--- src/rtl/pipe_ctrl_if.sv ---
// Sequencer bus: hazard/multi-cycle/flush requests in, stall vector and status out.
// master = pipeline side issuing requests; slave = the sequencer.
interface pipe_ctrl_if #(
    parameter int CNT_W  = 5,
    parameter int PERF_W = 32
);
    logic              id_stallreq;
    logic              ex_mc_req;
    logic [CNT_W-1:0]  ex_mc_len;
    logic              flush_req;
    logic [5:0]        stall;
    logic              flush;
    logic              mc_busy;
    logic              mc_done;
    logic              mc_abort;
    logic [PERF_W-1:0] stall_cnt;

    modport master (
        output id_stallreq, ex_mc_req, ex_mc_len, flush_req,
        input  stall, flush, mc_busy, mc_done, mc_abort, stall_cnt
    );

    modport slave (
        input  id_stallreq, ex_mc_req, ex_mc_len, flush_req,
        output stall, flush, mc_busy, mc_done, mc_abort, stall_cnt
    );
endinterface

--- src/rtl/pipe_ctrl.sv ---
// Pipeline sequencer: stall vector is combinational (0 cycles); flush/mc_done/mc_abort register 1 cycle later.
// No backpressure: every request is consumed in the cycle it appears; MC_RUN masks new requests, flush pre-empts all.
module pipe_ctrl #(
    parameter int CNT_W  = 5,
    parameter int PERF_W = 32
) (
    input  logic   clk,
    input  logic   rst,
    pipe_ctrl_if.slave pc
);
    typedef enum logic [1:0] {
        IDLE   = 2'd0,
        MC_RUN = 2'd1,
        FLUSH  = 2'd2
    } state_t;

    state_t            state, state_nxt;
    logic [CNT_W-1:0]  cnt, cnt_nxt;
    logic              flush_q, flush_nxt;
    logic              done_q, done_nxt;
    logic              abort_q, abort_nxt;
    logic [PERF_W-1:0] perf_q;
    logic [5:0]        stall_c;
    logic              mc_start;

    // Ops of length 0 or 1 finish inside the normal EX cycle and never enter MC_RUN.
    assign mc_start = pc.ex_mc_req && (pc.ex_mc_len >= CNT_W'(2));

    always_comb begin
        stall_c = 6'b000000;
        if (rst) begin
            stall_c = 6'b000000;
        end else if (pc.flush_req || state == FLUSH) begin
            stall_c = 6'b000000;
        end else if (state == MC_RUN) begin
            stall_c = 6'b001111;
        end else if (mc_start) begin
            stall_c = 6'b001111;
        end else if (pc.id_stallreq) begin
            stall_c = 6'b000111;
        end
    end

    always_comb begin
        state_nxt = state;
        cnt_nxt   = cnt;
        flush_nxt = 1'b0;
        done_nxt  = 1'b0;
        abort_nxt = 1'b0;
        if (pc.flush_req) begin
            state_nxt = FLUSH;
            flush_nxt = 1'b1;
            abort_nxt = (state == MC_RUN);
            cnt_nxt   = '0;
        end else begin
            case (state)
                IDLE: begin
                    if (mc_start) begin
                        state_nxt = MC_RUN;
                        cnt_nxt   = pc.ex_mc_len - CNT_W'(1);
                    end
                end
                MC_RUN: begin
                    if (cnt > CNT_W'(1)) begin
                        cnt_nxt = cnt - CNT_W'(1);
                    end else begin
                        state_nxt = IDLE;
                        cnt_nxt   = '0;
                        done_nxt  = 1'b1;
                    end
                end
                FLUSH: begin
                    state_nxt = IDLE;
                end
                default: begin
                    state_nxt = IDLE;
                    cnt_nxt   = '0;
                end
            endcase
        end
    end

    always_ff @(posedge clk) begin
        if (rst) begin
            state   <= IDLE;
            cnt     <= '0;
            flush_q <= 1'b0;
            done_q  <= 1'b0;
            abort_q <= 1'b0;
            perf_q  <= '0;
        end else begin
            state   <= state_nxt;
            cnt     <= cnt_nxt;
            flush_q <= flush_nxt;
            done_q  <= done_nxt;
            abort_q <= abort_nxt;
            if (stall_c[0] && (perf_q != {PERF_W{1'b1}})) begin
                perf_q <= perf_q + PERF_W'(1);
            end
        end
    end

    assign pc.stall     = stall_c;
    assign pc.flush     = flush_q;
    assign pc.mc_busy   = (state == MC_RUN);
    assign pc.mc_done   = done_q;
    assign pc.mc_abort  = abort_q;
    assign pc.stall_cnt = perf_q;
endmodule
--- src/flat_wrapper.sv ---
// flat-port wrapper written by rule: the top's interface ports become plain ports
module pipe_ctrl_flat 
#(
    parameter int CNT_W  = 5,
    parameter int PERF_W = 32
)
  (clk, rst, pc_id_stallreq, pc_ex_mc_req, pc_ex_mc_len, pc_flush_req, pc_stall, pc_flush, pc_mc_busy, pc_mc_done, pc_mc_abort, pc_stall_cnt);
  pipe_ctrl_if #(.CNT_W(CNT_W), .PERF_W(PERF_W)) pc_i ();
  input  logic clk;
  input  logic rst;
  input wire logic [$bits(pc_i.id_stallreq)-1:0] pc_id_stallreq;
  input wire logic [$bits(pc_i.ex_mc_req)-1:0] pc_ex_mc_req;
  input wire logic [$bits(pc_i.ex_mc_len)-1:0] pc_ex_mc_len;
  input wire logic [$bits(pc_i.flush_req)-1:0] pc_flush_req;
  output wire logic [$bits(pc_i.stall)-1:0] pc_stall;
  output wire logic [$bits(pc_i.flush)-1:0] pc_flush;
  output wire logic [$bits(pc_i.mc_busy)-1:0] pc_mc_busy;
  output wire logic [$bits(pc_i.mc_done)-1:0] pc_mc_done;
  output wire logic [$bits(pc_i.mc_abort)-1:0] pc_mc_abort;
  output wire logic [$bits(pc_i.stall_cnt)-1:0] pc_stall_cnt;
  assign pc_i.id_stallreq = pc_id_stallreq;
  assign pc_i.ex_mc_req = pc_ex_mc_req;
  assign pc_i.ex_mc_len = pc_ex_mc_len;
  assign pc_i.flush_req = pc_flush_req;
  assign pc_stall = pc_i.stall;
  assign pc_flush = pc_i.flush;
  assign pc_mc_busy = pc_i.mc_busy;
  assign pc_mc_done = pc_i.mc_done;
  assign pc_mc_abort = pc_i.mc_abort;
  assign pc_stall_cnt = pc_i.stall_cnt;
  pipe_ctrl #(.CNT_W(CNT_W), .PERF_W(PERF_W)) u_core (.clk(clk), .rst(rst), .pc(pc_i));
endmodule
--- config.mk ---
export PLATFORM = sky130hd
export DESIGN_NAME = pipe_ctrl_flat
export DESIGN_NICKNAME = d
export VERILOG_FILES = /design/src/rtl/pipe_ctrl_if.sv /design/src/rtl/pipe_ctrl.sv /design/src/flat_wrapper.sv
export SDC_FILE = /design/constraint.sdc
export NUM_CORES = 1
export LEC_CHECK = 0
export CAP_MARGIN = 20
export CORE_MARGIN = 10
export CORE_UTILIZATION = 45
export CTS_BUF_LIST = sky130_fd_sc_hd__clkbuf_4 sky130_fd_sc_hd__clkbuf_8
export CTS_CLUSTER_DIAMETER = 30
export DETAILED_ROUTE_END_ITERATION = 6
export DONT_BUFFER_PORTS = 1
export SYNTH_ARGS = -nofsm -noshare
export SYNTH_HDL_FRONTEND = slang
export SYNTH_SLANG_ARGS = --single-unit
--- constraint.sdc ---
create_clock -name clk -period 2.45 [get_ports clk]
set_input_delay 0.49 -clock clk [delete_from_list [all_inputs] [get_ports clk]]
set_output_delay 0.49 -clock clk [all_outputs]
set_load 0.02 [all_outputs]
# Word level (Yosys, flattened, before mapping)
# Cells that the tools add are included.
[word_totals]
register_bits = 42
in_bits = 10
output_inout_bits = 42
elab_cells = 46
[classes]
n_addsub = 3
order_cmp = 2
n_eq_ne = 7
n_mux = 14
bitwise = 3
reduce_logical = 10
[ops]
columns = ["operator", "count"]
rows = [
  ["adder 32 x 1 -> 32 bit, second input constant", 1],
  ["inequality test 32 bit, second input constant", 1],
  ["2-to-1 mux 6 bit", 4],
  ["case mux 5 bit (3 select lines)", 1],
  ["2-to-1 mux 5 bit", 2],
  ["subtractor 5 x 1 -> 5 bit, second input constant", 2],
  ["2-to-1 mux 2 bit", 3],
  ["AND reduction 2 bit", 3],
  ["greater-or-equal comparator 5 x 2 -> 1 bit, second input constant", 1],
  ["greater-than comparator 5 x 1 -> 1 bit, second input constant", 1],
  ["case mux 2 bit (2 select lines)", 1],
  ["OR reduction 2 bit", 2],
  ["2-to-1 mux 3 bit", 1],
  ["inequality test 3 x 2 -> 1 bit, second input constant", 1],
  ["inequality test 3 bit, second input constant", 1],
  ["NOT 1 bit", 3],
  ["OR reduction 3 bit", 1],
  ["equality test 2 x 1 -> 1 bit, second input constant", 1],
  ["equality test 2 bit, second input constant", 1],
  ["logical AND 1 bit", 2],
  ["logical NOT 2 bit", 1],
  ["2-to-1 mux 1 bit", 2],
  ["inequality test 2 x 1 -> 1 bit, second input constant", 1],
  ["inequality test 2 bit, second input constant", 1],
  ["logical OR 1 bit", 1],
]

# Depth between registers and ports, before layout
# Gate-level depths: netlist of the first run.
[depth]
depth_word = 7
ltp_mapped = 9
depth_no_buf = 7

# Worst setup path before layout of the first run
# Ideal clock, no wire load.
[synth_timing]
kind = "in2out"
startpoint = "input port pc_ex_mc_len[0]"
endpoint = "output port pc_stall[1]"
arrival_ns = 2.291
setup_slack_ns = -0.331
stages = 9
path_buffers = 3
cell_sequence = "inv_1 > ha_1 > or3_1 > o221ai_1 > and2_1 > buf_2 > buf_1 > nor2_1 > buf_4"
[synth_between]
elab_chain_len = 6
[synth_lines]
columns = ["element", "line_no", "source"]
rows = [
  ["from (decl)", "flat_wrapper.sv:13", "input wire logic [$bits(pc_i.ex_mc_len)-1:0] pc_ex_mc_len;"],
  ["greater-or-equal comparator 5 x 2 -> 1 bit", "pipe_ctrl.sv:27", "assign mc_start = pc.ex_mc_req && (pc.ex_mc_len >= CNT_W'(2));"],
  ["logical AND 1 bit", "pipe_ctrl.sv:27", ""],
  ["2-to-1 mux 6 bit", "pipe_ctrl.sv:37", "end else if (mc_start) begin"],
  ["2-to-1 mux 6 bit", "pipe_ctrl.sv:35", "end else if (state == MC_RUN) begin"],
  ["2-to-1 mux 6 bit", "pipe_ctrl.sv:33", "end else if (pc.flush_req || state == FLUSH) begin"],
  ["2-to-1 mux 6 bit", "pipe_ctrl.sv:31", "if (rst) begin"],
  ["to (decl)", "flat_wrapper.sv:15", "output wire logic [$bits(pc_i.stall)-1:0] pc_stall;"],
]
# No other way between the ends.

# Worst setup path after layout of the first run
[layout_timing]
startpoint = "input port pc_ex_mc_len[0]"
endpoint = "output port pc_stall[0]"
# Same word-level chain as after synthesis.

==> results.ini, run 1 <==
[worst_setup_path]
worstPathArrival_ns = 1.75
cpPeakStageDelay_ns = 0.39
endpoint_kind = output port
critPathLaunchType = primary input
path_cells = inv_1, ha_1, or3_1, o221ai_2, and2_4, nor2_2
crit_type = primary input to output port
critPathRequiredTime_ns = 1.96
worstPathMaxFanout = 13
critPathSlowestCell = or3_1

[clock_tree]
tritoncts = done
clock_sinks = 42
clk_latency_ns = 0.30
postCtsSetupBuffers = 0
root_buffer = clkbuf_8
postCtsHoldBufs = 0
cts_resized = 0
cts_made_buffers = 5
clockBufferDepth = 2
h-tree-depth = 2
cts.clk_slew.worst_paths_ns = 0.09

[grt]
grt_max_degree = 33
grt_pass1_wl_microns = 10400
grt_pass1_vias = 1984
antenna_found_initial = 0
grt.overflow.total = 0
grt_usage = 0.144

[timing]
whs_ns = 0.249
relSlewSlack = 0.559
setup-tns-final_ns = 0
slew_viol_final = 0
rsz0062_at_grt = false
timing.fmax_mhz = 446
finalClockSkew_ns = 0.0100
hold_viol_final = 0
worst_slew_pin_slew_ns = 0.660
setup_viol = 0
fin_crit_sh = 0.915
min_period_ns = 2.24

[outcome]
status = completed

[placed_design]
placed_area_sq_mm = 0.00265
gp_congestion = 0.812
io_buffers = 0
detailed_place_hpwl_microns = 4620

[detailed_routing]
vias = 2238
routedWlPerCell_microns = 16.4
vias_per_cell = 5.91
routed_wl_microns = 6200
drt_iter0_drc = 144
ant_nets = 0
drc_errors = 0
dr.pass1.iters = 5

[logic_synthesis]
synth-main-ff-cell = dfxtp_1
synth-seq-cells = 42
netlist.area_leader.share = 0.350
syn_area_per_cell_sq_um = 8.26
synth.yosys.seq_area_share = 0.350
yosysTopAreaCell = dfxtp_1
syn_inst = 291
synth_edf_count = 0
ys_types = 45
synth_top_cells_by_area = dfxtp_1, a21oi_1, or4_1
async_flop_share = 0
ys_warn_count = 0
syn_area_sq_mm = 0.00240

[floorplan]
start_util = 0.468
core_area_sq_mm = 0.00514
rows = 26
chipWidth_microns = 93.1
io_pins = 52
die_y_microns = 93.1
dieArea_sq_mm = 0.00867

[flow_run]
maxCapViolations = 0

[finish]
area_delta_synth_final_pct = 14.8
fin_util = 0.537
final_nets = 323
drive_above_1_share = 0.175
insertedDiodeCount = 0
final_area_sq_mm = 0.00276

[worst_hold_path]
hp-class = primary input to register

[power]
worst_ir_drop_vdd_mv = 0.443
p_leak_uw = 0.000941
p_per_area_mw_per_mm2 = 505

cell usage after synthesis (all sizes together), types with 3 or more instances:
library cell	n
clkbuf	9
nor2b	7
inv	10
ha	5
nor3	9
and4	5
xnor2	5
o21a	4
o211ai	3
nand3	7
nor2	20
buf	13
a21oi	23
nand2	19
or2	5
o31ai	13
o21ai	11
dfxtp	42
mux2	5
nor3b	3
o31a	3
nand4	12
or3	6
o311ai	7
o41ai	5
nor4	8
or4	15
and2	5
logic make-up after synthesis:
kind of cell               Yosys count  share of synthesized area
and+or+nand+nor                    125                      0.304
AOI/OAI and AO/OA                   76                      0.213
other                                1                    0.00156
xor gates and xnor gates             5                     0.0182
buffers and inverters               32                     0.0645
muxes                                5                     0.0234
adders and majority gates            5                     0.0260
DFF                                 42                      0.350
layout make-up:
| cell class | count | area (sq um) |
|---|---|---|
| Timing Repair Buffer | 31 | 258 |
| Clock buffer | 6 | 76.3 |
| Sequential cell | 42 | 841 |
| Clock inverter | 2 | 37.5 |
| Multi-Input combinational cell | 218 | 1420 |
| Fill cell | 508 | 2380 |
| Inverter | 10 | 37.5 |
| Tap cell | 70 | 87.6 |
sequential cells by signal, summed over array words and instances, names as in the netlist:
name                 count
u_core.pc.stall_cnt     32
u_core.cnt               5
u_core.state             2
u_core.pc.flush          1
u_core.pc.mc_abort       1
u_core.pc.mc_done        1
through the flow:
step / std cells / total power [uW] / worst slack [ns]
global placement: 371 / 848 / 0.201
global route: 379 / 1460 / 0.0978
detailed placement: 371 / 849 / 0.134
CTS: 379 / 1410 / 0.201
finish: 379 / 1390 / 0.208
floorplan: 292 / 830 / 0.0259
where the power goes:
group | internal (uW) | switching [uW]
Sequential | 691 | 9.39
Combinational | 49.9 | 81.9
Clock | 315 | 247
Total | 1060 | 338
critical path, delay by kind of cell:
family | cells | cell delay [ns]
AND/OR/NAND/NOR | 3 | 0.84
AO/OA/AOI/OAI | 1 | 0.20
adder cells (fa/ha/maj) | 1 | 0.18
buffers and inverters | 1 | 0.03
worst paths after layout:
| path | startpoint | to | slack, ns | depth (start not counted) |
|---|---|---|---|---|
| worst max-delay path | pc_ex_mc_len[0] | pc_stall[0] | 0.21 | 6 |
| worst min-delay path | rst | u_core.pc.stall_cnt[14] | 0.25 | 1 |
| worst max register to register | u_core.pc.stall_cnt[4] | u_core.pc.stall_cnt[20] | 0.29 | 5 |
| worst min register to register | u_core.cnt[4] | u_core.cnt[4] | 0.49 | 2 |
metal layers:
layer	share of wire	wire [microns]	vias to the layer above	track usage
li1	-	-	1134	-
met1	0.45	2800	1047	0.182
met2	0.45	2800	48	0.215
met3	0.083	513	9	0.0592
met4	0.014	88	0	0.0463
met5	0	0	-	0
placed cells by master, fill, tap and decap left out, types with 6 or more instances in the layout:
master,n
o31ai_1,13
or3_1,6
dfxtp_1,42
nand3_1,7
nand2_1,19
o311ai_0,7
o21ai_0,11
nor3_1,9
a21oi_1,23
inv_1,10
or4_1,15
buf_4,29
nor4_1,6
nand4_1,12
nor2b_1,7
nor2_1,19
Note: power is estimated with default switching activity, not from simulation.
==> inputs of run 2 (changes only) <==
Settings changed: CORE_UTILIZATION 45 to 49, PLACE_DENSITY set to 0.66.
==> results.ini, run 2 (synthesis results as in run 1) <==
[clock_tree]
tritoncts = done
clock_sinks = 42  ; unchanged
cts_resized = 0  ; unchanged
postCtsSetupBuffers = 0  ; unchanged
postCtsHoldBufs = 0  ; unchanged
cts_made_buffers = 5  ; unchanged
h-tree-depth = 2  ; unchanged
clk_latency_ns = 0.30  ; about the same
cts.clk_slew.worst_paths_ns = 0.08  ; about the same
clockBufferDepth = 2  ; unchanged
root_buffer = clkbuf_8

[timing]
rsz0062_at_grt = false
hold_viol_final = 0  ; unchanged
slew_viol_final = 0  ; unchanged
setup-tns-final_ns = 0  ; unchanged
finalClockSkew_ns = 0.00874  ; -0.00128 ns
setup_viol = 0  ; unchanged
worst_slew_pin_slew_ns = 0.661  ; +0.000788 ns
min_period_ns = 2.19  ; -0.0487 ns
relSlewSlack = 0.559  ; about the same
timing.fmax_mhz = 456  ; +2.2%
fin_crit_sh = 0.895  ; -0.0199

[worst_setup_path]
path_delay_family = simple AND/OR/NAND/NOR gates
crit_type = primary input to output port
critPathLaunchType = primary input
cpMostUsedCell = nor2_1
path_cells = inv_1, ha_1, or3_1, o31ai_1, a21oi_1, nor2_1, nor2_1
critPathRequiredTime_ns = 1.96  ; about the same
worstPathMaxFanout = 3  ; -10
critPathBufInv = 1  ; unchanged
worstPathArrival_ns = 1.70  ; -0.05 ns
critPathSlowestCell = or3_1
cpPeakStageDelay_ns = 0.39  ; about the same
endpoint_kind = output port

[grt]
grt_pass1_wl_microns = 10000  ; -3.3%
grt_max_degree = 33  ; unchanged
grt_usage = 0.144  ; +0.000811
antenna_found_initial = 0  ; unchanged
grt.overflow.total = 0  ; unchanged
grt_pass1_vias = 2021  ; +1.9%

[finish]
mostFrequentLayoutCell = dfxtp_1
area_delta_synth_final_pct = 13.1
fin_cells = 375  ; -1.1%
final_nets = 322  ; -0.31%
insertedDiodeCount = 0  ; unchanged
fin_util = 0.572  ; +0.0346
final_cell_mix = dfxtp_1, buf_4, a21oi_1, nand2_1, nor2_1
nFillCells = 473  ; -6.9%
final_area_sq_mm = 0.00272  ; -1.5%
largest_reg_flops = 32  ; unchanged
drive_above_1_share = 0.172  ; -0.00268

[floorplan]
rows = 25  ; -3.8%
io_pins = 52  ; unchanged
core_area_sq_mm = 0.00475  ; -7.5%
die_y_microns = 90.1  ; -3.3%
chipWidth_microns = 90.1  ; -3.3%
dieArea_sq_mm = 0.00811  ; -6.4%
start_util = 0.506  ; +0.0379

[detailed_routing]
vias = 2223  ; -0.67%
ant_nets = 0  ; unchanged
wl_met3_microns = 405  ; -21%
wl_met2_microns = 2620  ; -6.4%
drc_errors = 0  ; unchanged
routedWlPerCell_microns = 15.8  ; -3.7%
drt_iter0_drc = 91  ; -37%
vias_per_cell = 5.93  ; +0.39%
drt-met1-wl_microns = 2820  ; +0.68%
dr.pass1.iters = 4  ; -1
routed.top_layer = met4
routed_wl_microns = 5910  ; -4.7%

[placed_design]
placed_area_sq_mm = 0.00262  ; -0.90%
detailed_place_hpwl_microns = 4410  ; -4.6%
place_inst = 367  ; -1.1%
gp_congestion = 0.819  ; +0.78%
io_buffers = 0  ; unchanged

[power]
p_per_area_mw_per_mm2 = 483  ; -4.4%
worst_ir_drop_vdd_mv = 0.264  ; -40%
p_leak_uw = 0.000929  ; -1.3%

[outcome]
status = completed

[flow_run]
maxCapViolations = 0  ; unchanged

[worst_hold_path]
hp-class = primary input to register

-- run 2: cell types whose count changed in the layout (fill, tap and decap cells not counted) --
cell        previous run  this run
clkinvlp_4             1         0
buf_12                 2         1
clkbuf_8               5         6
bufinv_16              1         0
clkinv_2               0         1
-- run 2: layout make-up --
type | instances | area (sq um) | area share
multi-input cells | 218 | 1420 | 0.524
repair buffers | 30 | 238 | 0.0874
clock inverters | 1 | 5.00 | 0.00184
clock buffers | 7 | 90.1 | 0.0331
inverters | 10 | 37.5 | 0.0138
flip-flops and latches | 42 | 841 | 0.309
well taps | 67 | 83.8 | 0.0308
-- run 2: worst register-to-register path, stage by stage, from the launching register on --
cell	delay [ns]
dfxtp_1	0.49
nand4_1	0.28
or2_2	0.45
o211ai_1	0.41
nor3_1	0.11
mux2_2	0.28
-- run 2: path summary, 6_finish.rpt --
| path | slack [ns] | depth (start not counted) | startpoint | endpoint |
|---|---|---|---|---|
| setup reg to reg | 0.33 | 5 | u_core.pc.stall_cnt[27] | u_core.pc.stall_cnt[27] |
| setup / recovery | 0.26 | 7 | pc_ex_mc_len[0] | pc_stall[3] |
| hold / removal | 0.25 | 1 | rst | u_core.pc.stall_cnt[12] |
| hold reg to reg | 0.49 | 2 | u_core.cnt[4] | u_core.cnt[4] |
-- run 2: layer usage --
| layer | global-route usage | up-vias |
|---|---|---|
| met2 | 0.225 | 43 |
| met5 | 0 | - |
| met4 | 0.0451 | 0 |
| li1 | - | 1141 |
| met3 | 0.0557 | 6 |
| met1 | 0.179 | 1033 |
-- run 2: stage by stage --
step,hold slack (ns),setup slack [ns],power (uW)
6_report,0.246,0.257,1310
4_1_cts,0.242,0.244,1330
2_1_floorplan,0.462,0.0259,830
3_5_place_dp,0.480,0.231,850
3_3_place_gp,0.478,0.268,849
5_1_grt,0.236,0.115,1370
-- run 2: power breakdown --
part	switching, uW	total, uW	internal (uW)
combinational	83.3	134	51.2
sequential	9.23	700	691
clock	239	478	239
==> inputs of run 3 (changes only) <==
Settings changed: SLEW_MARGIN set to 5, TNS_END_PERCENT set to 5.
==> results of run 3 <==
Final layout, timing and power as in run 2 (identical DEF).
